$ cat src/rtl/uart_rx_byte_if.sv
// rtl/uart_rx_byte_if.sv - received-byte strobe bundle for uart_rx_byte
interface uart_rx_byte_if;
  logic       o_wr;
  logic [7:0] o_data;
  logic       o_frame_err;
  logic       o_parity_err;

  modport master (
    output o_wr,
    output o_data,
    output o_frame_err,
    output o_parity_err
  );

  modport slave (
    input o_wr,
    input o_data,
    input o_frame_err,
    input o_parity_err
  );
endinterface

$ cat src/rtl/uart_rx_byte.sv
// rtl/uart_rx_byte.sv - 8N1 UART receiver, one strobe per byte; UART_RX_PARITY_EN selects 8E1
module uart_rx_byte #(
  parameter logic [23:0] CLOCKS_PER_BAUD = 24'd868
) (
  input  logic           i_clk,
  input  logic           i_reset_n,
  input  logic           i_uart_rx,
  uart_rx_byte_if.master rx
);

  localparam logic [23:0] FULL = CLOCKS_PER_BAUD - 24'd1;
  localparam logic [23:0] HALF = (CLOCKS_PER_BAUD - 24'd1) >> 1;

  typedef enum logic [2:0] {
    S_IDLE  = 3'd0,
    S_START = 3'd1,
    S_DATA  = 3'd2,
    S_STOP  = 3'd3,
    S_BREAK = 3'd4
`ifdef UART_RX_PARITY_EN
    , S_PARITY = 3'd5
`endif
  } state_t;

  logic        rx_meta, rx_s;
  state_t      state, state_n;
  logic [23:0] cnt, cnt_n;
  logic [2:0]  idx, idx_n;
  logic [7:0]  shift, shift_n;
  logic [7:0]  data_q, data_n;
  logic        wr_q, wr_n;
  logic        ferr_q, ferr_n;
  logic        sample;

`ifdef UART_RX_PARITY_EN
  logic        par_bad, par_bad_n;
  logic        perr_q, perr_n;
`endif

  // Two-flop synchronizer; resets to idle-high so reset never looks like a start bit
  always_ff @(posedge i_clk or negedge i_reset_n) begin
    if (!i_reset_n) begin
      rx_meta <= 1'b1;
      rx_s    <= 1'b1;
    end else begin
      rx_meta <= i_uart_rx;
      rx_s    <= rx_meta;
    end
  end

  // State, baud counter, shift register and registered output strobes
  always_ff @(posedge i_clk or negedge i_reset_n) begin
    if (!i_reset_n) begin
      state  <= S_IDLE;
      cnt    <= 24'd0;
      idx    <= 3'd0;
      shift  <= 8'h00;
      data_q <= 8'h00;
      wr_q   <= 1'b0;
      ferr_q <= 1'b0;
`ifdef UART_RX_PARITY_EN
      par_bad <= 1'b0;
      perr_q  <= 1'b0;
`endif
    end else begin
      state  <= state_n;
      cnt    <= cnt_n;
      idx    <= idx_n;
      shift  <= shift_n;
      data_q <= data_n;
      wr_q   <= wr_n;
      ferr_q <= ferr_n;
`ifdef UART_RX_PARITY_EN
      par_bad <= par_bad_n;
      perr_q  <= perr_n;
`endif
    end
  end

  assign sample = (cnt == 24'd0);

  // Next-state logic: sample on counter zero, reload the counter for the state being entered
  always_comb begin
    state_n = state;
    cnt_n   = cnt;
    idx_n   = idx;
    shift_n = shift;
    data_n  = data_q;
    wr_n    = 1'b0;
    ferr_n  = 1'b0;
`ifdef UART_RX_PARITY_EN
    par_bad_n = par_bad;
    perr_n    = 1'b0;
`endif
    case (state)
      S_IDLE: begin
        // Falling edge seen: wait half a bit to land mid start bit
        if (!rx_s) begin
          cnt_n   = HALF;
          state_n = S_START;
        end
      end
      S_START: begin
        if (!sample) begin
          cnt_n = cnt - 24'd1;
        end else if (rx_s) begin
          // Line went back high before mid start bit: treat as a glitch
          cnt_n   = 24'd0;
          state_n = S_IDLE;
        end else begin
          cnt_n   = FULL;
          idx_n   = 3'd0;
          state_n = S_DATA;
        end
      end
      S_DATA: begin
        if (!sample) begin
          cnt_n = cnt - 24'd1;
        end else begin
          // LSB arrives first, so shifting in at the MSB leaves bit 0 in place after 8 samples
          shift_n = {rx_s, shift[7:1]};
          cnt_n   = FULL;
          idx_n   = idx + 3'd1;
          if (idx == 3'd7) begin
`ifdef UART_RX_PARITY_EN
            state_n = S_PARITY;
`else
            state_n = S_STOP;
`endif
          end
        end
      end
`ifdef UART_RX_PARITY_EN
      S_PARITY: begin
        if (!sample) begin
          cnt_n = cnt - 24'd1;
        end else begin
          par_bad_n = ^{shift, rx_s};
          cnt_n     = FULL;
          state_n   = S_STOP;
        end
      end
`endif
      S_STOP: begin
        if (!sample) begin
          cnt_n = cnt - 24'd1;
        end else begin
          data_n = shift;
          cnt_n  = 24'd0;
`ifdef UART_RX_PARITY_EN
          perr_n = par_bad;
`endif
          // Leave at mid stop bit so a back-to-back start edge is not missed
          if (rx_s) begin
            wr_n    = 1'b1;
            state_n = S_IDLE;
          end else begin
            ferr_n  = 1'b1;
            state_n = S_BREAK;
          end
        end
      end
      S_BREAK: begin
        // Swallow a held-low line until it returns to idle
        if (rx_s) begin
          state_n = S_IDLE;
        end
      end
      default: begin
        cnt_n   = 24'd0;
        state_n = S_IDLE;
      end
    endcase
  end

  assign rx.o_wr        = wr_q;
  assign rx.o_data      = data_q;
  assign rx.o_frame_err = ferr_q;
`ifdef UART_RX_PARITY_EN
  assign rx.o_parity_err = perr_q;
`else
  assign rx.o_parity_err = 1'b0;
`endif

endmodule
$ cat src/flat_wrapper.sv
// flat-port wrapper written by rule: the top's interface ports become plain ports
module uart_rx_byte_flat 
#(
  parameter logic [23:0] CLOCKS_PER_BAUD = 24'd868
)
  (i_clk, i_reset_n, i_uart_rx, rx_o_wr, rx_o_data, rx_o_frame_err, rx_o_parity_err);
  uart_rx_byte_if rx_i ();
  input  logic i_clk;
  input  logic i_reset_n;
  input  logic i_uart_rx;
  output wire logic [$bits(rx_i.o_wr)-1:0] rx_o_wr;
  output wire logic [$bits(rx_i.o_data)-1:0] rx_o_data;
  output wire logic [$bits(rx_i.o_frame_err)-1:0] rx_o_frame_err;
  output wire logic [$bits(rx_i.o_parity_err)-1:0] rx_o_parity_err;
  assign rx_o_wr = rx_i.o_wr;
  assign rx_o_data = rx_i.o_data;
  assign rx_o_frame_err = rx_i.o_frame_err;
  assign rx_o_parity_err = rx_i.o_parity_err;
  uart_rx_byte #(.CLOCKS_PER_BAUD(CLOCKS_PER_BAUD)) u_core (.i_clk(i_clk), .i_reset_n(i_reset_n), .i_uart_rx(i_uart_rx), .rx(rx_i));
endmodule
$ cat config.mk
export PLATFORM = sky130hd
export DESIGN_NAME = uart_rx_byte_flat
export DESIGN_NICKNAME = d
export VERILOG_FILES = /design/src/rtl/uart_rx_byte_if.sv /design/src/rtl/uart_rx_byte.sv /design/src/flat_wrapper.sv
export SDC_FILE = /design/constraint.sdc
export NUM_CORES = 1
export LEC_CHECK = 0
export ABC_AREA = 1
export ABC_CLOCK_PERIOD_IN_PS = 4800
export CAP_MARGIN = 20
export CELL_PAD_IN_SITES_DETAIL_PLACEMENT = 0
export CELL_PAD_IN_SITES_GLOBAL_PLACEMENT = 1
export CORE_MARGIN = 4
export CORE_UTILIZATION = 51
export CTS_CLUSTER_DIAMETER = 80
export DETAILED_ROUTE_END_ITERATION = 6
export DONT_BUFFER_PORTS = 1
export GPL_TIMING_DRIVEN = 0
export PLACE_DENSITY_LB_ADDON = 0.1
export SLEW_MARGIN = 10
export SYNTH_ARGS = -nofsm -noshare
export SYNTH_HDL_FRONTEND = slang
export SYNTH_SLANG_ARGS = --single-unit
export TNS_END_PERCENT = 50
$ cat constraint.sdc
create_clock -name i_clk -period 4.8 [get_ports i_clk]
set_input_delay 0.72 -clock i_clk [delete_from_list [all_inputs] [get_ports i_clk]]
set_output_delay 0.72 -clock i_clk [all_outputs]
set_load 0.005 [all_outputs]
After elaboration in Yosys (flattened, before gate mapping)
Cells that the tools add are included.
{"block": "word_totals", "output_inout_bits": 11, "mem_bits_ro": 0, "latchBits": 0, "reg_bits": 50, "memories": 0, "ram_bits": 0, "word_cells": 57}
{"block": "op_classes", "bitwise_logic": 1, "n_eq_ne": 12, "n_reduce_logical": 8, "n_shift": 0, "n_div": 0, "add_sub_neg": 2, "order_cmp": 0, "mul": 0, "n_mux": 25}
{"cell": "$pmux 24 s5", "n": 1}
{"cell": "$mux 24", "n": 4}
{"cell": "$mux 3", "n": 10}
{"cell": "$logic_not 24->1", "n": 1}
{"cell": "$sub 24x1->24 const B", "n": 1}
{"cell": "$pmux 3 s5", "n": 1}
{"cell": "$mux 10", "n": 1}
{"cell": "$ne 2x1->1 const B", "n": 5}
{"cell": "$eq 3x2->1 const B", "n": 2}
{"cell": "$eq 3x3->1 const B", "n": 2}
{"cell": "$mux 1", "n": 6}
{"cell": "$pmux 3 s2", "n": 1}
{"cell": "$reduce_and 2->1", "n": 3}
{"cell": "$reduce_and 6->1", "n": 1}
{"cell": "$ne 2x2->1 const B", "n": 2}
{"cell": "$reduce_and 4->1", "n": 1}
{"cell": "$add 3x1->3 const B", "n": 1}
{"cell": "$eq 3x1->1 const B", "n": 1}
{"cell": "$logic_not 3->1", "n": 1}
{"cell": "$mux 2", "n": 1}
{"cell": "$reduce_bool 2->1", "n": 1}
{"cell": "$not 1->1", "n": 1}

Longest topological paths before layout
Gate-level depths: netlist of the first run.
{"block": "logic_depth", "depth_word": 4, "ltp_mapped": 10, "depth_no_buf": 10}

Worst setup path after synthesis of the first run
Ideal clock, no wire load.
{"block": "synth_path", "path_kind": "register to register", "startpoint": "register u_core.cnt[0]", "endpoint": "register u_core.shift[3]", "arrival_time_ns": 1.389, "path_buffers": 1, "setup_ns": 0.126, "stages_incl_launch_ff": 9, "slack_ns": 3.285, "path_cell_list": "dfrtp_1 inv_1 ha_1 nand2_1 nor2_2 nand3_4 nor2_4 buf_6 o21ai_0"}
{"block": "synth_via", "elab_chain_cells": 2}
{"element": "start: declaration", "line_no": "uart_rx_byte.sv:27", "text": "logic [23:0] cnt, cnt_n;"}
{"element": "start signal: assignment", "line_no": "uart_rx_byte.sv:67", "text": "cnt <= cnt_n;"}
{"element": "$logic_not 24->1", "line_no": "uart_rx_byte.sv:80", "text": "assign sample = (cnt == 24'd0);"}
{"element": "$reduce_and 2->1 (no source line)"}
{"element": "end signal: assignment", "line_no": "uart_rx_byte.sv:69", "text": "shift <= shift_n;"}
{"element": "end: declaration", "line_no": "uart_rx_byte.sv:29", "text": "logic [7:0] shift, shift_n;"}
Every way passes these cells.
A chain may end at the register's enable or synchronous reset.

Worst setup path after layout of the first run
{"block": "layout_path", "startpoint": "register u_core.cnt[0]", "endpoint": "register u_core.cnt[10]"}
{"block": "layout_via", "elab_chain_cells": 3, "word_cells_on_any_way": 6, "cone_classes": "1 x add/sub; 4 x mux; 1 x reduce/logical"}
{"element": "$sub 24x1->24 or $logic_not 24->1 (tied branches)"}
{"element": "$mux 24, on equally long branches", "line_no": "uart_rx_byte.sv:145, uart_rx_byte.sv:104, uart_rx_byte.sv:117"}
{"element": "$pmux 24 s5 (*)", "line_no": "uart_rx_byte.sv:95", "text": "case (state)"}
Mark *: on every way between the ends. The rest lies on a longest branch, timed or not.

==> reports/summary.txt, run 1 <==
GRT Residual Overflow: 0
Compound-Gate Fraction of Synth Area: 6.53%
Worst-Skew Late Latency: 300 ps
CP bufs+invs: 2
Final WL: 5880 um
# fillers: 531
Post-synth EDFFs: 0
# DRC: 0
Syn avg cell area: 7.61 sq um
F_max: 0.546 GHz
CTS H-Tree Depth: 2
I/O pin count: 14
Chip height: 82.1 um
Synth top cells by count: nand2_1 (112), nor2_1 (55), dfrtp_1 (48)
Sequential share of power: 58.4%
Crit Path Category: flip-flop to flip-flop
Routed len/inst: 13.2 um
Leak pwr: 0.00164 uW
Syn Std Cell Area: 0.00280 sq mm
Longest Clk Path Bufs: 2
CP Data Arrival Time: 2030 ps
I/O Buffers: 0
Hold Path Class: primary input to asynchronous set/reset pin
Clk network pwr share: 41.2%
Post-synthesis share of cell area spent on xor and xnor gates: 2.50%
Rows: 26
Post-layout min period: 1830 ps
GRT Total Usage: 20.7%
Chip width: 82.1 um
Antenna Nets Post-Route: 0
Largest family of logic cells by synthesized area: simple AND/OR/NAND/NOR gates
Clock Sinks: 50
CP Capture Type: flip-flop
Synthesis-to-layout area growth: 7.06%
Final hold viol count: 0
First drt pass iteration count: 4
First-pass GRT wire length: 10500 um
Initial antenna violation count: 0
Starting density of the core: 53.8%
Clock-pin slew on the worst setup and hold paths: 90 ps
CP max stage delay: 400 ps
Starting DRT DRC Count: 89
Multiplexer share of the synthesized area: 0%
Comb pwr share: 0.3%
Max-cap violations: 0
Fin. max-slew vios: 0
Synth area leader: dfrtp_1
Synth Net Count: 375
Final Skew: 4.16 ps
Post-CTS resize count: 0
Total Power: 724 uW
Tcrit/Tclk final: 38.1%
Setup total negative slack: 0 ps
Peak VDD IR: 159 uV
CTS tree: yes
Sequential element share of the synthesized area: 44.8%
Area contributors post-synth: dfrtp_1 (43%), nand2_1 (15%), nor2_1 (7.4%), inv_1 (5.1%), nand3_1 (4.5%)
Critical Path Fanout Max: 6
CP required: 5000 ps
Crit path launch type: flip-flop
Post-DP HPWL: 4440 um
Post-synth top flop: dfrtp_1
Vias in the first global route: 2220
Post-synthesis adder-cell area fraction: 1.79%
Root buf cell: clkbuf_8
Status: complete, no violations
Count leader, synth: nand2_1
RSZ-0062 raised after global routing: false
Asr flop ratio synth: 100%
YS warnings: 0
Nets: 382
Unique masters post-synth: 32
Sw Pwr: 145 uW
Cells after Synth: 368
CP delay by family, top: simple AND/OR/NAND/NOR gates
RePlAce Congestion: 0.878
Synth top area share: 42.9%
CTS Buf Count: 5
Simple-Gate Fraction of Synth Area: 37.1%
Critical path, cell by cell: inv_1, ha_1, nand3_1, nor2_1, nand3_2, nand2_1, nand2_1, inv_2, nor2_1
Largest net degree at the start of global routing: 51
DR vias/cell: 4.96
Via count: 2212
# diodes: 0
CP max stage cell: dfrtp_1
Post-CTS Hold Buffers: 0
Power density cells: 242 mW/mm^2
Sw frac: 20.0%
Core area: 0.00520 sq mm
Die ar.: 0.00674 sq mm
Final setup fails: 0
Layout cells sized above 1: 10.9%
Seq cells post-synth: 50
Postcts setup bufs: 0
Internal: 579 uW
-- routing by layer --
metal,track usage (%),share of wire [%]
met5,0,0
met1,26.4,46
met4,4.49,1.1
met2,36.3,50
met3,3.95,2.8
-- power groups by stage --
stage          Clock (uW)  Sequential (uW)  Combinational, uW
3_3_place_gp            0              432               2.47
3_5_place_dp            0              432               2.51
6_report              298              423               2.53
4_1_cts               306              423               2.51
5_1_grt               325              424               2.89
2_1_floorplan           0              431               2.05
-- cell usage in the layout, fill, tap and decap left out, types with 2 or more instances in the layout --
cell      instances
nand3_2           2
xnor2_1           3
o21ai_0          22
ha_1              4
dfrtp_1          48
or2_2             2
buf_4             2
nor3_1            3
nor2_1           55
xor2_1            5
nor2_2            8
a21oi_1           8
nor2_4            5
nand2_1         112
nand4_1           6
inv_1            38
nand3_1          25
nand2_2           2
dfstp_2           2
nor2_8            2
buf_6             3
clkbuf_8          5
-- final timing paths --
path                                                 from                         end  slack [ps]  cells past startpoint
worst max-delay path            u_core.cnt[0]$_DFFE_PN0P_  u_core.cnt[10]$_DFFE_PN0P_        2970                      9
max in group asynchronous                       i_reset_n    u_core.rx_meta$_DFF_PN1_        4510                      0
worst min-delay path                            i_reset_n  u_core.cnt[13]$_DFFE_PN0P_         100                      0
min in group i_clk               u_core.rx_meta$_DFF_PN1_       u_core.rx_s$_DFF_PN1_         360                      0
worst max register to register  u_core.cnt[0]$_DFFE_PN0P_  u_core.cnt[10]$_DFFE_PN0P_        2970                      9
worst min register to register   u_core.rx_meta$_DFF_PN1_       u_core.rx_s$_DFF_PN1_         360                      0
-- area by class of cell --
| type | instances | area, sq um | share of cell area, % |
|---|---|---|---|
| buffer | 6 | 53.8 | 1.80 |
| clock buffer | 6 | 72.6 | 2.42 |
| clock inverter | 2 | 37.5 | 1.25 |
| inverter | 39 | 146 | 4.89 |
| multi-input combinational | 273 | 1350 | 44.9 |
| sequential | 50 | 1250 | 41.8 |
| tap | 70 | 87.6 | 2.92 |
-- kinds of logic after synthesis --
family,count (synthesis)
AND/OR/NAND/NOR,226
flip-flops,50
buffers and inverters,45
AO/OA/AOI/OAI,34
XOR/XNOR,8
adder cells (fa/ha/maj),4
other,1
-- through the flow --
step | utilization (%) | hold WS, ps | area [sq um] | instances | setup slack [ps]
final | 57.6 | 96.7 | 3000 | 446 | 2970
after global routing | 57.6 | 71.7 | 3000 | 446 | 2760
after CTS | 57.6 | 89.6 | 3000 | 446 | 2960
after detailed placement | 55.5 | 348 | 2890 | 438 | 2980
after global placement | 55.5 | 346 | 2890 | 438 | 3010
after floorplan | - | 345 | 2800 | 368 | 3290
-- state kept, by name, summed over array words and instances, names as in the netlist --
| name | count |
|---|---|
| u_core.idx | 3 |
| u_core.shift | 8 |
| u_core.rx.o_wr | 1 |
| u_core.cnt | 24 |
| u_core.state | 3 |
| u_core.rx_s | 1 |
| u_core.rx_meta | 1 |
| u_core.rx.o_data | 8 |
| u_core.rx.o_frame_err | 1 |
-- worst register-to-register path: stages, from the launching register on --
cell and delay [ps]:
dfrtp_1 400, inv_1 140, ha_1 210, nand3_1 80, nor2_1 120, nand3_2 150, nand2_1 210, nand2_1 170
inv_2 170, nor2_1 70
Note: power is estimated with default switching activity, not from simulation.
==> run 2: changes to the inputs <==
- ABC_CLOCK_PERIOD_IN_PS: 4800 -> 1840
- CORE_UTILIZATION: 51 -> 47
- clock period: 4.8 -> 1.84 ns (I/O delays scaled with it)
==> run 2 against run 1 <==
  * Maximum frequency is 10% higher
  * Non-clock buffer count is 4 higher
  * Wire length is 2.8% higher
  * Core utilization is 3.1 points lower
  * Sequential share of layout area is 1.0 points lower
  * Final cell count is 1.3% higher
  * Die area is 7.7% higher
==> reports/summary.txt, run 2 (synthesis gave the netlist of run 1 again) <==
Setup total negative slack: 0 ps
First-pass GRT wire length: 10600 um
Starting DRT DRC Count: 125
Comb pwr share: 1.9%
CP max stage cell: dfrtp_1
Leak pwr: 0.00167 uW
Worst path most repeated cell: nand2_1
Via count: 2246
CP required: 2040 ps
Crit path launch type: flip-flop
R2R depth: 9
Sw frac: 21.8%
Clock-pin slew on the worst setup and hold paths: 90 ps
Max-cap violations: 0
Worst r2r src: u_core.cnt[0]$_DFFE_PN0P_
I/O pin count: 14
Vias in the first global route: 2175
Finished Cell Area: 0.00307 sq mm
Biggest register: u_core.cnt
DR vias/cell: 4.97
Post-DP HPWL: 4410 um
Crit. Startpoint: u_core.cnt[0]$_DFFE_PN0P_
Antenna Nets Post-Route: 0
Post-layout min period: 1660 ps
F_max: 0.603 GHz
I/O Buffers: 0
Hold Crit Start: u_core.rx_meta$_DFF_PN1_
Hold Path Class: flip-flop to flip-flop
Clk network pwr share: 41.3%
Final Skew: 10.8 ps
Starting density of the core: 49.6%
RSZ-0062 raised after global routing: false
Rows: 27
Commonest non-fill, non-tap cells in the layout: nand2_1 (110), nor2_1 (55), dfrtp_1 (48), inv_1 (37), nand3_1 (25)
Layout cells sized above 1: 12.9%
Die ar.: 0.00725 sq mm
# DRC: 0
First drt pass iteration count: 4
Core area: 0.00564 sq mm
Final WL: 6040 um
Placement Cell Area: 0.00289 sq mm
CTS tree: yes
Initial antenna violation count: 0
Chip height: 85.2 um
Power density cells: 634 mW/mm^2
Critical Path Fanout Max: 6
Nets: 386
Max FFs per register: 24
Worst-Skew Late Latency: 310 ps
CTS H-Tree Depth: 2
GRT Total Usage: 18.4%
GRT Residual Overflow: 0
Peak VDD IR: 436 uV
Commonest non-fill, non-tap cell in the layout: nand2_1
Chip width: 85.2 um
# diodes: 0
Synthesis-to-layout area growth: 9.75%
Sequential share of power: 56.7%
Clock Sinks: 50
Critical path, cell by cell: inv_2, ha_2, nand2_1, nor2_2, nand3_4, nand2_1, nand3_2, nand2_1, nand2_1
CP Data Arrival Time: 1860 ps
Fin. max-slew vios: 0
RePlAce Congestion: 0.796
Crit Path Category: flip-flop to flip-flop
Largest net degree at the start of global routing: 51
CP Capture Type: flip-flop
CP max stage delay: 420 ps
Tcrit/Tclk final: 90.1%
Hold Path Depth: 0
Root buf cell: clkbuf_8
Final hold viol count: 0
# fillers: 544
CTS Buf Count: 5
Routed len/inst: 13.4 um
Longest Clk Path Bufs: 2
Status: complete, no violations
Internal: 1520 uW
Final setup fails: 0
Sw Pwr: 425 uW
-- run 2: cell types whose count changed in the layout (fill, tap and decap cells not counted), moves of 2 or more --
cell and delta:
ha_1 -2, ha_2 +2, nand2_1 -2, dlygate4sd3_1 +2, nand2_2 +2
-- run 2: per-layer routing --
metal	vias up	track usage, %	wire length (um)
li1	1176	-	-
met4	0	5.32	67
met1	1031	27.0	3060
met3	7	3.11	163
met5	-	0	0
met2	32	27.8	2750
-- run 2: worst max-delay path, delay by kind of cell (launching register included) --
kind | cells | cell delay [ps]
AND/OR/NAND/NOR | 7 | 820
buffers and inverters | 1 | 110
flip-flops | 1 | 420
adder cells (fa/ha/maj) | 1 | 220
-- run 2: final cells by class --
type / count / area [sq um] / share of cell area, %
Timing Repair Buffer: 4 / 55.1 / 1.79
Clock inverter: 3 / 43.8 / 1.43
Inverter: 39 / 146 / 4.77
Sequential cell: 50 / 1250 / 40.8
Buffer: 6 / 53.8 / 1.75
Multi-Input combinational cell: 273 / 1360 / 44.3
Tap cell: 72 / 90.1 / 2.93
Clock buffer: 5 / 68.8 / 2.24
-- run 2: final timing paths --
kind                                         endpoint  slack [ps]
min in group asynchronous  u_core.cnt[13]$_DFFE_PN0P_         450
setup reg to reg            u_core.cnt[5]$_DFFE_PN0P_         180
max in group asynchronous       u_core.rx_s$_DFF_PN1_        1090
hold / removal                  u_core.rx_s$_DFF_PN1_         360
hold reg to reg                 u_core.rx_s$_DFF_PN1_         360
setup / recovery            u_core.cnt[5]$_DFFE_PN0P_         180
-- run 2: power groups by stage --
stage | Sequential (uW) | Clock (uW) | Combinational [uW]
3_3_place_gp | 1130 | 0 | 6.18
4_1_cts | 1100 | 823 | 39.4
2_1_floorplan | 1130 | 0 | 5.35
5_1_grt | 1110 | 875 | 44.2
6_report | 1100 | 805 | 37.4
3_5_place_dp | 1130 | 0 | 6.15
-- run 2: stage by stage --
stage	util [%]	cells	total power, uW	hold slack [ps]	worst slack (ps)
finish	54.4	452	1950	360	181
detailed placement	51.2	440	1130	-18.1	31.6
CTS	54.0	451	1970	361	20.8
global placement	51.2	440	1130	-18.2	60.0
floorplan	-	368	1130	-19.6	325
global route	54.4	452	2020	371	30.3
-- run 2: timing repair --
item / in CTS / in global routing
hold endpoints to repair: 51 / 0
hold buffers: 3 / 0
setup endpoints to repair: 0 / 43
gates resized for setup: 0 / 6
setup buffers: 0 / 1
==> run 3: changes to the inputs <==
- SETUP_SLACK_MARGIN: not set -> 0.05
==> run 3 against run 2 <==
  * Clock skew hardly changed
  * Setup slack hardly changed
  * Clock power hardly changed
  * Flip-flop and latch count stayed put
  * Worst hold slack hardly changed
  * Wire length is 0.17% lower
  * Global-route usage stayed put
  * Register-to-register slack hardly changed
  * Critical path type unchanged
  * Largest power group unchanged
==> reports/summary.txt, run 3 (synthesis gave the netlist of run 1 again) <==
Post-DP HPWL: 4410 um
RePlAce Congestion: 0.796
Longest Clk Path Bufs: 2
Critical Path Fanout Max: 6
Max-cap violations: 0
Post-layout min period: 1660 ps
Via count: 2245
Status: complete, no violations
Biggest register: u_core.cnt
Crit. Startpoint: u_core.cnt[0]$_DFFE_PN0P_
Worst r2r src: u_core.cnt[0]$_DFFE_PN0P_
GRT Total Usage: 18.4%
Crit path launch type: flip-flop
Internal: 1520 uW
Hold Path Class: flip-flop to flip-flop
Peak VDD IR: 435 uV
Worst-Skew Late Latency: 310 ps
CTS tree: yes
Final setup fails: 0
# fillers: 544
Initial antenna violation count: 0
F_max: 0.603 GHz
Commonest non-fill, non-tap cells in the layout: nand2_1 (110), nor2_1 (55), dfrtp_1 (48), inv_1 (37), nand3_1 (25)
Routed len/inst: 13.3 um
Rows: 27
Sw Pwr: 425 uW
Sequential share of power: 56.7%
Worst setup margin: 181 ps
Final Skew: 11.0 ps
Nets: 386
Tcrit/Tclk final: 90.1%
Hold Worst Slack: 360 ps
Leak pwr: 0.00167 uW
Comb pwr share: 1.9%
Clock Sinks: 50
Commonest non-fill, non-tap cell in the layout: nand2_1
Non-filler instance count after layout: 452
Final hold viol count: 0
Starting DRT DRC Count: 125
DR vias/cell: 4.97
Largest net degree at the start of global routing: 51
Sw frac: 21.8%
CTS Buf Count: 5
Setup total negative slack: 0 ps
CP Data Arrival Time: 1860 ps
Fin. max-slew vios: 0
First drt pass iteration count: 4
# diodes: 0
CP Capture Type: flip-flop
Crit Path Category: flip-flop to flip-flop
CP required: 2040 ps
# DRC: 0
CTS H-Tree Depth: 2
Synthesis-to-layout area growth: 9.92%
Starting density of the core: 49.6%
I/O pin count: 14
I/O Buffers: 0
Core area: 0.00564 sq mm
GRT Residual Overflow: 0
Die ar.: 0.00725 sq mm
Clk network pwr share: 41.3%
Final WL: 6030 um
Hold Crit Start: u_core.rx_meta$_DFF_PN1_
Antenna Nets Post-Route: 0
Chip height: 85.2 um
Layout cells sized above 1: 12.9%
Clock-pin slew on the worst setup and hold paths: 90 ps
Cell total after placement: 440
Chip width: 85.2 um
Power density cells: 632 mW/mm^2
First-pass GRT wire length: 10600 um
Vias in the first global route: 2181
Root buf cell: clkbuf_8
Max FFs per register: 24
RSZ-0062 raised after global routing: true
Post-Place Worst Slack: 31.6 ps
-- run 3: cell count changes in the layout (fill, tap and decap cells not counted) --
| cell | change |
|---|---|
| nand2_4 | +1 |
| nand2_2 | -1 |
-- run 3: per-stage QoR --
stage                     power [uW]  cell area (sq um)  utilization (%)
after floorplan                 1130               2800                -
after global placement          1130               2890             51.2
after detailed placement        1130               2890             51.2
after CTS                       1970               3060             54.2
after global routing            2020               3080             54.5
final                           1950               3080             54.5
-- run 3: path summary, 6_finish.rpt --
path | end | slack, ps | cells after the start
max | u_core.cnt[5]$_DFFE_PN0P_ | 180 | 9
min | u_core.rx_s$_DFF_PN1_ | 360 | 0
max reg2reg | u_core.cnt[5]$_DFFE_PN0P_ | 180 | 9
min reg2reg | u_core.rx_s$_DFF_PN1_ | 360 | 0
max in group asynchronous | u_core.rx_s$_DFF_PN1_ | 1090 | 2
min in group asynchronous | u_core.cnt[13]$_DFFE_PN0P_ | 450 | 2
-- run 3: worst max-delay path, cell delays in order, from the launching register on --
cell,delay [ps]
dfrtp_1,420
inv_2,110
ha_2,220
nand2_1,70
nor2_2,150
nand3_4,160
nand2_1,110
nand3_2,170
nand2_1,110
nand2_1,50
-- run 3: layout make-up --
| class | instances | area (sq um) | area share [%] |
|---|---|---|---|
| Tap cell | 72 | 90.1 | 2.93 |
| Timing Repair Buffer | 4 | 55.1 | 1.79 |
| Clock inverter | 3 | 43.8 | 1.42 |
| Inverter | 39 | 146 | 4.76 |
| Clock buffer | 5 | 68.8 | 2.24 |
| Sequential cell | 50 | 1250 | 40.7 |
| Multi-Input combinational cell | 273 | 1370 | 44.4 |
| Buffer | 6 | 53.8 | 1.75 |
-- run 3: per-layer routing --
| metal | routed length, um | GRT usage (%) | up-vias |
|---|---|---|---|
| li1 | - | - | 1175 |
| met1 | 3040 | 27.1 | 1028 |
| met2 | 2720 | 27.7 | 35 |
| met3 | 192 | 3.11 | 7 |
| met4 | 67 | 5.32 | 0 |
| met5 | 0 | 0 | - |
-- run 3: timing repair --
action / in CTS / in global routing
hold buffers: 3 / 0
resized for setup: 2 / 5
setup endpoints to repair: 10 / 44
hold endpoints to repair: 51 / 0
buffers inserted: 0 / 1
pin swaps: 0 / 2
-- run 3: power groups by stage --
stage	clock (uW)	sequential, uW	combinational (uW)
after floorplan	0	1130	5.35
after global placement	0	1130	6.18
after detailed placement	0	1130	6.15
after CTS	823	1100	39.4
after global routing	875	1110	44.2
final	804	1100	37.4
